==> src/rtl/lsu_seq_if.sv <==
// lsu_seq_if: request/response handshake between the execute stage and the load/store sequencer
interface lsu_seq_if;
  logic        req_valid;
  logic        req_ready;
  logic [31:0] req_addr;
  logic [2:0]  req_memop;
  logic        req_we;
  logic [31:0] req_wdata;
  logic        resp_valid;
  logic [31:0] resp_rdata;
  logic        resp_err;
  modport master (
    output req_valid, req_addr, req_memop, req_we, req_wdata,
    input  req_ready, resp_valid, resp_rdata, resp_err
  );
  modport slave (
    input  req_valid, req_addr, req_memop, req_we, req_wdata,
    output req_ready, resp_valid, resp_rdata, resp_err
  );
endinterface

==> src/rtl/lsu_seq.sv <==
// lsu_seq: load/store sequencer splitting misaligned accesses into little-endian byte beats
module lsu_seq #(
  parameter bit ALLOW_MISALIGNED = 1'b1
) (
  input  logic        clk,
  input  logic        rst,
  lsu_seq_if.slave    bus,
  output logic [31:0] dm_addr,
  output logic [31:0] dm_datain,
  output logic [2:0]  dm_memop,
  output logic        dm_we,
  input  logic [31:0] dm_dataout
);
  localparam logic [1:0] IDLE    = 2'd0;
  localparam logic [1:0] ISSUE   = 2'd1;
  localparam logic [1:0] CAPTURE = 2'd2;
  localparam logic [1:0] RESP    = 2'd3;
  logic [1:0]  r_state;
  logic [31:0] r_addr;
  logic [2:0]  r_memop;
  logic        r_we;
  logic [31:0] r_wdata;
  logic        r_mis;
  logic [2:0]  r_i;
  logic [2:0]  r_beats;
  logic [31:0] r_asm;
  logic [31:0] r_rdata;
  logic        r_err;
  logic [2:0]  w_n;
  logic        w_mis;
  logic        w_err;
  logic        w_last;
  logic        w_act;
  logic [31:0] w_asm;
  logic [31:0] w_ext;
  // request decode, byte assembly and memory-side drive derived from the current state
  always_comb begin
    w_n = bus.req_memop[1] ? 3'd4 : bus.req_memop[0] ? 3'd2 : 3'd1;
    w_mis = (w_n == 3'd2 && bus.req_addr[0]) || (w_n == 3'd4 && bus.req_addr[1:0] != 2'b00);
    w_err = bus.req_memop == 3'b011 || (bus.req_memop[2] && (bus.req_memop[1] || bus.req_we)) || (w_mis && !ALLOW_MISALIGNED);
    w_last = r_i + 3'd1 == r_beats;
    w_asm = r_asm;
    w_asm[{r_i[1:0], 3'b000} +: 8] = dm_dataout[7:0];
    w_ext = r_memop[1:0] == 2'b01 ? {{16{w_asm[15] & ~r_memop[2]}}, w_asm[15:0]} : w_asm;
    w_act = r_state == ISSUE || r_state == CAPTURE;
    dm_addr = w_act ? r_addr + {29'b0, r_i} : 32'b0;
    dm_datain = !w_act ? 32'b0 : r_mis ? {24'b0, r_wdata[{r_i[1:0], 3'b000} +: 8]} : r_wdata;
    dm_memop = !w_act ? 3'b010 : r_mis ? (r_we ? 3'b000 : 3'b100) : r_memop;
    dm_we = r_state == ISSUE && r_we;
    bus.req_ready = r_state == IDLE;
    bus.resp_valid = r_state == RESP;
    bus.resp_rdata = r_rdata;
    bus.resp_err = r_err;
  end
  // sequencer FSM; response data/error are loaded on the edge that enters RESP and held until the next one
  always_ff @(posedge clk) begin
    if (rst) begin
      r_state <= IDLE;
      r_addr <= 32'b0;
      r_memop <= 3'b010;
      r_we <= 1'b0;
      r_wdata <= 32'b0;
      r_mis <= 1'b0;
      r_i <= 3'd0;
      r_beats <= 3'd1;
      r_asm <= 32'b0;
      r_rdata <= 32'b0;
      r_err <= 1'b0;
    end else begin
      case (r_state)
        IDLE: if (bus.req_valid) begin
          r_addr <= bus.req_addr;
          r_memop <= bus.req_memop;
          r_we <= bus.req_we;
          r_wdata <= bus.req_wdata;
          r_mis <= w_mis;
          r_beats <= w_mis ? w_n : 3'd1;
          r_i <= 3'd0;
          r_state <= w_err ? RESP : ISSUE;
          if (w_err) begin
            r_rdata <= 32'b0;
            r_err <= 1'b1;
          end
        end
        ISSUE: if (r_we) begin
          r_i <= r_i + 3'd1;
          if (w_last) begin
            r_state <= RESP;
            r_rdata <= 32'b0;
            r_err <= 1'b0;
          end
        end else begin
          r_state <= CAPTURE;
        end
        CAPTURE: begin
          r_asm <= w_asm;
          r_i <= r_i + 3'd1;
          r_state <= w_last ? RESP : ISSUE;
          if (w_last) begin
            r_rdata <= r_mis ? w_ext : dm_dataout;
            r_err <= 1'b0;
          end
        end
        RESP: r_state <= IDLE;
        default: r_state <= IDLE;
      endcase
    end
  end
endmodule

==> src/flat_wrapper.sv <==
// flat-port wrapper written by rule: the top's interface ports become plain ports
module lsu_seq_flat 
#(
  parameter bit ALLOW_MISALIGNED = 1'b1
)
  (clk, rst, dm_addr, dm_datain, dm_memop, dm_we, dm_dataout, bus_req_valid, bus_req_addr, bus_req_memop, bus_req_we, bus_req_wdata, bus_req_ready, bus_resp_valid, bus_resp_rdata, bus_resp_err);
  lsu_seq_if bus_i ();
  input  logic clk;
  input  logic rst;
  output logic [31:0] dm_addr;
  output logic [31:0] dm_datain;
  output logic [2:0] dm_memop;
  output logic dm_we;
  input  logic [31:0] dm_dataout;
  input wire logic [$bits(bus_i.req_valid)-1:0] bus_req_valid;
  input wire logic [$bits(bus_i.req_addr)-1:0] bus_req_addr;
  input wire logic [$bits(bus_i.req_memop)-1:0] bus_req_memop;
  input wire logic [$bits(bus_i.req_we)-1:0] bus_req_we;
  input wire logic [$bits(bus_i.req_wdata)-1:0] bus_req_wdata;
  output wire logic [$bits(bus_i.req_ready)-1:0] bus_req_ready;
  output wire logic [$bits(bus_i.resp_valid)-1:0] bus_resp_valid;
  output wire logic [$bits(bus_i.resp_rdata)-1:0] bus_resp_rdata;
  output wire logic [$bits(bus_i.resp_err)-1:0] bus_resp_err;
  assign bus_i.req_valid = bus_req_valid;
  assign bus_i.req_addr = bus_req_addr;
  assign bus_i.req_memop = bus_req_memop;
  assign bus_i.req_we = bus_req_we;
  assign bus_i.req_wdata = bus_req_wdata;
  assign bus_req_ready = bus_i.req_ready;
  assign bus_resp_valid = bus_i.resp_valid;
  assign bus_resp_rdata = bus_i.resp_rdata;
  assign bus_resp_err = bus_i.resp_err;
  lsu_seq #(.ALLOW_MISALIGNED(ALLOW_MISALIGNED)) u_core (.clk(clk), .rst(rst), .bus(bus_i), .dm_addr(dm_addr), .dm_datain(dm_datain), .dm_memop(dm_memop), .dm_we(dm_we), .dm_dataout(dm_dataout));
endmodule
==> config.mk <==
export PLATFORM = sky130hd
export DESIGN_NAME = lsu_seq_flat
export DESIGN_NICKNAME = d
export VERILOG_FILES = /design/src/rtl/lsu_seq_if.sv /design/src/rtl/lsu_seq.sv /design/src/flat_wrapper.sv
export SDC_FILE = /design/constraint.sdc
export NUM_CORES = 1
export LEC_CHECK = 0
export ABC_AREA = 0
export ABC_CLOCK_PERIOD_IN_PS = 5300
export CAP_MARGIN = 20
export CORE_MARGIN = 2
export CORE_UTILIZATION = 50
export CTS_CLUSTER_DIAMETER = 100
export CTS_CLUSTER_SIZE = 25
export DETAILED_ROUTE_END_ITERATION = 6
export PLACE_DENSITY = 0.84
export SLEW_MARGIN = 40
export SYNTH_ARGS = -nofsm -noshare
export SYNTH_HDL_FRONTEND = slang
export SYNTH_SLANG_ARGS = --single-unit
export TNS_END_PERCENT = 20
==> constraint.sdc <==
create_clock -name clk -period 5.3 [get_ports clk]
set_input_delay 1.06 -clock clk [delete_from_list [all_inputs] [get_ports clk]]
set_output_delay 1.06 -clock clk [all_outputs]
set_load 0.01 [all_outputs]
==> key figures, run 1 <==
Status
  • Status: completed

Yosys
  • Largest area contributor in the netlist: dfxtp_1
  • Warnings, synthesis: 0
  • Post-synthesis mux area share: under 10%
  • Register area share after synthesis: between 30% and 40%
  • Area contributors post-synth: dfxtp_1 (38%), nand2_1 (9.8%), a21oi_1 (6.7%)
  • Synth top cells by count: nand2_1 (195), dfxtp_1 (142), a21oi_1 (100), clkbuf_1 (70), nor2_1 (54)
  • Post-synth top flop: dfxtp_1
  • Synth Area in Simple Gates: 23.9%
  • Mapped Area: approximately 7500 µm²
  • Synth Register Bits: 142
  • Post-synthesis net count: roughly 1100
  • Yosys top cell area share: a little under two fifths
  • Post-Synth Adder-Cell Area: 2.44%
  • Most frequent cell after synthesis: nand2_1
  • Compound-cell area share of the yosys netlist: 24.5%
  • Post-Synth XOR/XNOR Area: about 1.6%
  • Largest family of logic cells by synthesized area: compound AO/OA/AOI/OAI gates
  • Number of flops mapped to enable cells by yosys: 0
  • Synthesized area per cell: between 7 and 8 µm²
  • Post-Syn Instances: between 900 and 1000
  • Synth async-reset ratio: 0%
  • Cell variety after synth: between 50 and 60

Cells and area
  • Nets: between 1000 and 1500
  • Final core utilization: 69.7%
  • Area Overhead vs Synth: 35.6%
  • Fillers: 1147
  • N_diodes: 0
  • FF/Latch Area: around 2800 µm²
  • Finished Layout Cells: around 1300
  • Post-route cell area: ~10000 µm²
  • Multi-input logic area: 4230 µm²
  • Fraction of layout cells with a size suffix above 1: 4.67%

Timing
  • Relative slew slack: a little under half
  • Final worst slack: 0.610 ns
  • FMAX: 213 MHz
  • Max-slew violations: 0
  • Final hold slack: approximately 0.45 ns
  • Final setup fails: 0
  • Post-route minimum period: roughly 4.7 ns
  • Setup_tns: 0 ns
  • Final Hold Viols: 0
  • Skew final: 0.00960 ns
  • Final worst path period share: about nine tenths
  • RSZ-0062 raised after global routing: no
  • Worst slew pin tran: 0.796 ns

Global routing
  • Vias in the first global route: roughly 7300
  • All-layer global routing usage: 28.6%
  • Pin count of the biggest net entering global routing: 73
  • Congestion Overflow GR: 0
  • Antenna violations before repair: 0
  • First-pass GRT wire length: 37500 µm

Critical path
  • Endpoint class of the critical path: output pin
  • Path depth of the worst reg2reg path: 7
  • CP max FO: 10
  • Setup CP Type: flip-flop to output pin
  • Worst Setup Start Kind: flip-flop
  • Worst R2R Setup Slack: slightly above 2 ns
  • Data required, critical path: between 4 and 5 ns
  • WP data arrival: about 3.6 ns

Floorplan
  • Die Y: around 130 µm
  • Die X: 126 µm
  • Starting Density: approximately 51%
  • Placeable Area: 14600 µm²
  • Num rows: 44
  • DIE AREA: roughly 16000 µm²
  • I/O pins: between 200 and 250

Routing
  • Avg Vias per Cell: roughly 6.0
  • Antenna viol nets, final: 0
  • Iteration count of the initial detailed-routing pass: 5
  • WL per Instance: 17.6 µm
  • Total Routed Length: about 23000 µm
  • Via count: between 7000 and 8000
  • DR iter-0 viols: around 820
  • DRC viols: 0

Clock tree
  • CTS clock-pin slew for the worst setup and hold paths: ~0.060 ns
  • Clock Sink Count: roughly 140
  • Clock Path Buffers: 2
  • CTS tree: yes
  • Post-CTS Setup Repair Bufs: 0
  • CTS root buffer: clkbuf_16
  • Resized cells post-CTS: 0
  • H-tree depth: 4
  • CTS Buf Count: 17
  • Worst skew pair latency: around 0.42 ns
  • Hold-fix buffers, CTS: 0

Flow run
  • Max-Cap Viols: 0

Power and ir drop
  • Final Total Pwr: ~4.4 mW
  • Leakage: between 3 and 4 nW
  • Power Density: 429 nW/µm²
  • VDD IR max: between 0.0003 and 0.0004 V

Hold path
  • Min-Delay Path Class: flip-flop to flip-flop
  • Hold path depth: 2

Place
  • Post-DP HPWL: 15700 µm
  • Port buffer count: roughly 210
  • DP Area: between 9000 and 10000 µm²
  • Gpl congestion: between 0.8 and 0.9
  • Placement Setup Slack: between 1 and 1.5 ns
  • DP Cell Count: ~1300
[registers in the layout, summed over array words and instances, names as in the netlist]
register / cells
u_core.r_beats: 3
u_core.r_asm: 32
u_core.r_memop: 3
u_core.r_mis: 1
u_core.r_addr: 32
u_core.bus.resp_err: 1
u_core.r_wdata: 32
u_core.bus.resp_rdata: 32
u_core.r_state: 2
u_core.r_i: 3
u_core.r_we: 1
[critical path, cell delays in order (launching register included)]
cell and delay, ns:
dfxtp_1 0.33, ha_1 0.16, inv_1 0.05, fa_1 0.37, nor2b_1 0.61, o2111ai_1 0.43, or4_1 0.57, a21oi_1 0.15
clkdlybuf4s50_1 0.54
[layout make-up]
cell class              count  area share [%]
clock buffers              23            4.80
clock inverters             9            1.30
inverters                  34            1.26
multi-input cells         715            41.6
flip-flops and latches    142            28.0
well taps                 184            2.26
repair buffers            213            20.8
[power breakdown]
| group | leakage, nW | total (mW) | switching [mW] | internal, mW |
|---|---|---|---|---|
| Sequential | 1.16 | 1.36 | 0.130 | 1.22 |
| Clock | 0.299 | 1.26 | 0.467 | 0.790 |
| Combinational | 2.05 | 1.75 | 1.05 | 0.698 |
| Total | 3.50 | 4.36 | 1.65 | 2.71 |
[worst paths after layout]
check,to,start
hold reg to reg,u_core.r_wdata[7],u_core.r_wdata[7]
setup / recovery,dm_addr[22],u_core.r_i[0]
hold / removal,u_core.r_wdata[7],u_core.r_wdata[7]
setup reg to reg,u_core.bus.resp_rdata[15],u_core.r_i[0]
[per-layer routing]
layer,vias to the layer above,share of wire (%),track usage (%)
met1,3694,42,38.1
met4,0,2.6,10.1
li1,3764,-,-
met5,-,0,0
met2,372,46,44.3
met3,45,9.3,8.06
[cell families after synthesis]
kind of cell	after synthesis
simple gates	380
compound gates	281
flops	142
buf+inv	113
mux	28
fa+ha+maj	14
xor+xnor	12
[layout by cell type (no fill, tap or decap), types with 17 or more instances in the layout]
master             n
inv_1             31
o311ai_0          17
o31ai_1           29
and2_1            28
a21oi_1          100
nor2_1            54
mux2i_1           27
a22oi_1           28
nand2_1          194
clkbuf_16         17
clkdlybuf4s50_1  204
dfxtp_1          141
o21ai_0           36
Power figures use the tool's default switching activity.
==> run 2: changes to the inputs <==
- CTS_BUF_LIST: default -> sky130_fd_sc_hd__clkbuf_4
==> run 2 against run 1 <==
Die area stayed put. Register-to-register slack hardly changed. Hold slack better by 0.015 ns. Flip-flop and latch count stayed put. Highest routed layer unchanged.
==> key figures, run 2 (synthesis gave the netlist of run 1 again) <==
Floorplan
  • Starting Density: around half
  • Die Y: about 130 µm
  • Num rows: 44
  • DIE AREA: between 15000 and 20000 µm²
  • I/O pins: about 200
  • Die X: ~130 µm
  • Placeable Area: 14600 µm²

Critical path
  • Worst Setup Start Kind: flip-flop
  • Data required, critical path: between 4 and 5 ns
  • Setup CP Type: flip-flop to output pin
  • CP max FO: 10
  • Endpoint class of the critical path: output pin
  • WP data arrival: about 3.8 ns

Hold path
  • Min-Delay Path Class: flip-flop to flip-flop

Power and ir drop
  • P_int: approximately 2.3 mW
  • VDD IR max: 0.000196 V
  • Leakage: 3.36 nW
  • Sequential power share: a little over a third
  • Power Density: 390 nW/µm²
  • Comb pwr share: approximately 45%
  • Net Sw Frac: 41.3%
  • Sw power: 1.58 mW
  • Clk pwr share: between 15 and 20%

Routing
  • Avg Vias per Cell: roughly 6
  • WL per Instance: 17.4 µm
  • Total Routed Length: around 23000 µm
  • Via count: between 7000 and 8000
  • DR iter-0 viols: roughly 850
  • Iteration count of the initial detailed-routing pass: 6
  • Antenna viol nets, final: 0
  • DRC viols: 0

Clock tree
  • Resized cells post-CTS: 0
  • Clock Path Buffers: 2
  • CTS Buf Count: 17
  • CTS clock-pin slew for the worst setup and hold paths: ~0.13 ns
  • Clock Sink Count: ~140
  • Hold-fix buffers, CTS: 0
  • Worst skew pair latency: between 0.5 and 0.6 ns
  • CTS root buffer: clkbuf_4
  • H-tree depth: 4
  • CTS tree: yes
  • Post-CTS Setup Repair Bufs: 0

Cells and area
  • Nets: 1240
  • Most frequent cells in the layout: clkdlybuf4s50_1 (204), nand2_1 (194), dfxtp_1 (141)
  • Fraction of layout cells with a size suffix above 1: ~4.5%
  • Fillers: between 1000 and 1500
  • Area Overhead vs Synth: 31.2%
  • Finished Layout Cells: about 1300
  • Most common cell after layout, fill and taps aside: clkdlybuf4s50_1

Place
  • Post-DP HPWL: about 16000 µm
  • DP Cell Count: between 1000 and 1500
  • Port buffer count: between 200 and 250
  • Gpl congestion: about 0.87

Timing
  • Setup_tns: 0 ns
  • Skew final: 0.0139 ns
  • Final Hold Viols: 0
  • Worst slew pin tran: roughly 0.79 ns
  • RSZ-0062 raised after global routing: no
  • Relative slew slack: 46.9%
  • Final worst path period share: 91.3%
  • Post-route minimum period: 4.84 ns
  • Max-slew violations: 0
  • Final setup fails: 0
  • FMAX: between 200 and 250 MHz

Global routing
  • All-layer global routing usage: between 20% and 30%
  • Pin count of the biggest net entering global routing: between 70 and 80
  • Antenna violations before repair: 1
  • Vias in the first global route: between 7000 and 8000
  • First-pass GRT wire length: 36900 µm
  • Congestion Overflow GR: 0

Flow run
  • Max-Cap Viols: 0

Status
  • Status: completed
-- run 2: cell type report --
type | count | area (µm²) | area share [%]
multi-input combinational | 715 | 4230 | 43.0
inverter | 34 | 128 | 1.30
antenna | 1 | 2.50 | 0.0254
clock inverter | 13 | 148 | 1.50
sequential | 142 | 2840 | 28.9
tap | 184 | 230 | 2.34
clock buffer | 19 | 143 | 1.45
timing repair buffer | 213 | 2110 | 21.4
-- run 2: routing by layer --
metal / vias to the layer above / global-route usage (%) / wire, µm
met1: 3639 / 37.2 / 9790
met5: - / 0 / 0
met2: 368 / 43.8 / 10500
met4: 0 / 10.0 / 599
li1: 3775 / - / -
met3: 46 / 8.10 / 2100
-- run 2: power groups by stage --
| stage | Combinational [mW] | Clock (mW) | Sequential, mW |
|---|---|---|---|
| 5_1_grt | 1.89 | 0.793 | 1.37 |
| 2_1_floorplan | 1.12 | 0 | 1.35 |
| 6_report | 1.74 | 0.740 | 1.35 |
| 4_1_cts | 1.73 | 0.743 | 1.35 |
| 3_5_place_dp | 1.72 | 0 | 1.37 |
| 3_3_place_gp | 1.70 | 0 | 1.37 |
-- run 2: metrics by stage --
stage	utilization, %	power, mW	hold WS (ns)	setup WS, ns	cell area (µm²)
5_1_grt	67.4	4.06	0.488	0.295	9840
6_report	67.4	3.83	0.465	0.460	9840
2_1_floorplan	-	2.47	0.432	1.34	7500
3_3_place_gp	65.3	3.06	0.440	1.19	9530
3_5_place_dp	65.4	3.09	0.444	1.14	9540
4_1_cts	67.4	3.82	0.461	0.485	9830
-- run 2: critical path, stage by stage (launching register included) --
cell	delay, ns
dfxtp_1	0.36
ha_1	0.16
inv_1	0.05
fa_1	0.37
nor2b_1	0.59
o2111ai_1	0.42
or4_1	0.57
a21oi_1	0.15
clkdlybuf4s50_1	0.54
-- run 2: final timing paths --
kind	end	cells after the start	slack (ns)	start
worst max-delay path	dm_addr[22]	8	0.46	u_core.r_addr[0]
worst min-delay path	u_core.r_wdata[7]	2	0.47	u_core.r_wdata[7]
worst max register to register	u_core.bus.resp_rdata[15]	7	2.04	u_core.r_i[0]
worst min register to register	u_core.r_wdata[7]	2	0.47	u_core.r_wdata[7]
==> edit, RTL diff (flow settings as in run 2) <==
Make the reset (`rst`) asynchronous in one clocked block.
--- a/src/rtl/lsu_seq.sv
+++ b/src/rtl/lsu_seq.sv
@@ -53,7 +53,7 @@
     bus.resp_err = r_err;
   end
   // sequencer FSM; response data/error are loaded on the edge that enters RESP and held until the next one
-  always_ff @(posedge clk) begin
+  always_ff @(posedge clk or posedge rst) begin
     if (rst) begin
       r_state <= IDLE;
       r_addr <= 32'b0;
Function: differs if rst is asserted again (counterexample within 4 cycles, from zero or initial values and one cycle with rst high); with rst held inactive, the same outputs for 4 cycles.
==> edit against run 2 <==
- sequential cell count stayed put
- utilization hardly changed
- routed wire length is 3.6% lower
- worst setup slack better by 0.14 ns
- cell area is 4.2% higher
- cell count is 14% lower
- area after synthesis is 4.0% higher
- critical endpoint is now dm_addr[16]
- largest cell class unchanged
Power is not compared: it rests on default switching activity, and its combinational part moved more than twofold at a synthesized area within 25%.
==> edit: results (changes against run 2) <==
outcome:
  status: "completed"
grt:
  grt_pass1_wl_um: 34900  # -5.4%
  grt_antenna_before_repair: 0  # -1
  grt_start_max_net_pins: 118  # +62%
  grtUsageTotal_pct: 26.8  # -1.3 points
  grt_pass1_vias: 6710  # -7.7%
detailed_routing:
  routed_wl_um: 22100  # -3.6%
  vias: 6924  # -12%
  drt-initial-drc-count: 487  # -43%
  drt_first_pass_iters: 5  # -1
  wl_met3_um: 2040  # -2.5%
logic_synthesis:
  synth.area.top_cells: "dfrtp_1 45%, mux2_2 12%, o31ai_1 4.1%"
  synth_cell_type_count: 57  # +1.8%
  synth_compound_area_share_pct: 19.9  # -4.6 points
  synthCells: 765  # -21%
  muxShareOfSynthArea_pct: 12.6  # +8.9 points
  synth_fa_ha_area_share_pct: 2.18  # -0.25 points
  synth_xor_area_share_pct: 1.19  # -0.40 points
  async_reset_ff_share_pct: 100  # +100 points
worst_setup_path:
  critPathMaxStageDelay_ns: 0.61  # +0.02 ns
  crit_path_top_delay_cell: "dfrtp_1"
  cp_top_family: "buffers and inverters"
  cp.arrival_ns: 3.64  # -0.14 ns
placement:
  pre_cts_ws_ns: 1.20  # +0.0632 ns
  placed_cell_area_mm2: 0.00991  # +3.9%
  gp_congestion: 0.925  # +6.3%
final_layout:
  instances_no_fill: 1132  # -14%
  num-nets-final: 1047  # -16%
  drive_gt1_share_pct: 14.4  # +9.9 points
timing:
  finClkSkew_ns: 0.0253  # +0.0114 ns
  worstMarginPinSlew_ns: 0.778  # -0.0123 ns
power:
  total_power_w: 0.00651
-- edit: area by class of cell --
cell class | instances | area, µm²
tap | 188 | 235
clock inverter | 14 | 190
fill | 1184 | 4950
multi-input combinational | 528 | 3880
sequential | 142 | 3560
timing repair buffer | 214 | 2130
clock buffer | 18 | 135
inverter | 28 | 118
-- edit: worst paths after layout --
path / startpoint / endpoint / slack, ns / cells after the start
min in group asynchronous: rst / u_core.r_wdata[15] / 0.93 / 2
setup reg to reg: u_core.r_i[0] / u_core.bus.resp_rdata[29] / 2.05 / 6
hold / removal: u_core.r_wdata[6] / u_core.r_wdata[6] / 0.52 / 1
hold reg to reg: u_core.r_wdata[6] / u_core.r_wdata[6] / 0.52 / 1
max in group asynchronous: rst / u_core.bus.resp_rdata[12] / 3.48 / 3
setup / recovery: u_core.r_i[0] / dm_addr[16] / 0.60 / 9
-- edit: metal layers --
layer	vias up	global-route usage, %
met1	3408	33.6
met3	40	9.11
met2	300	43.3
met5	-	0
met4	0	10.0
li1	3176	-
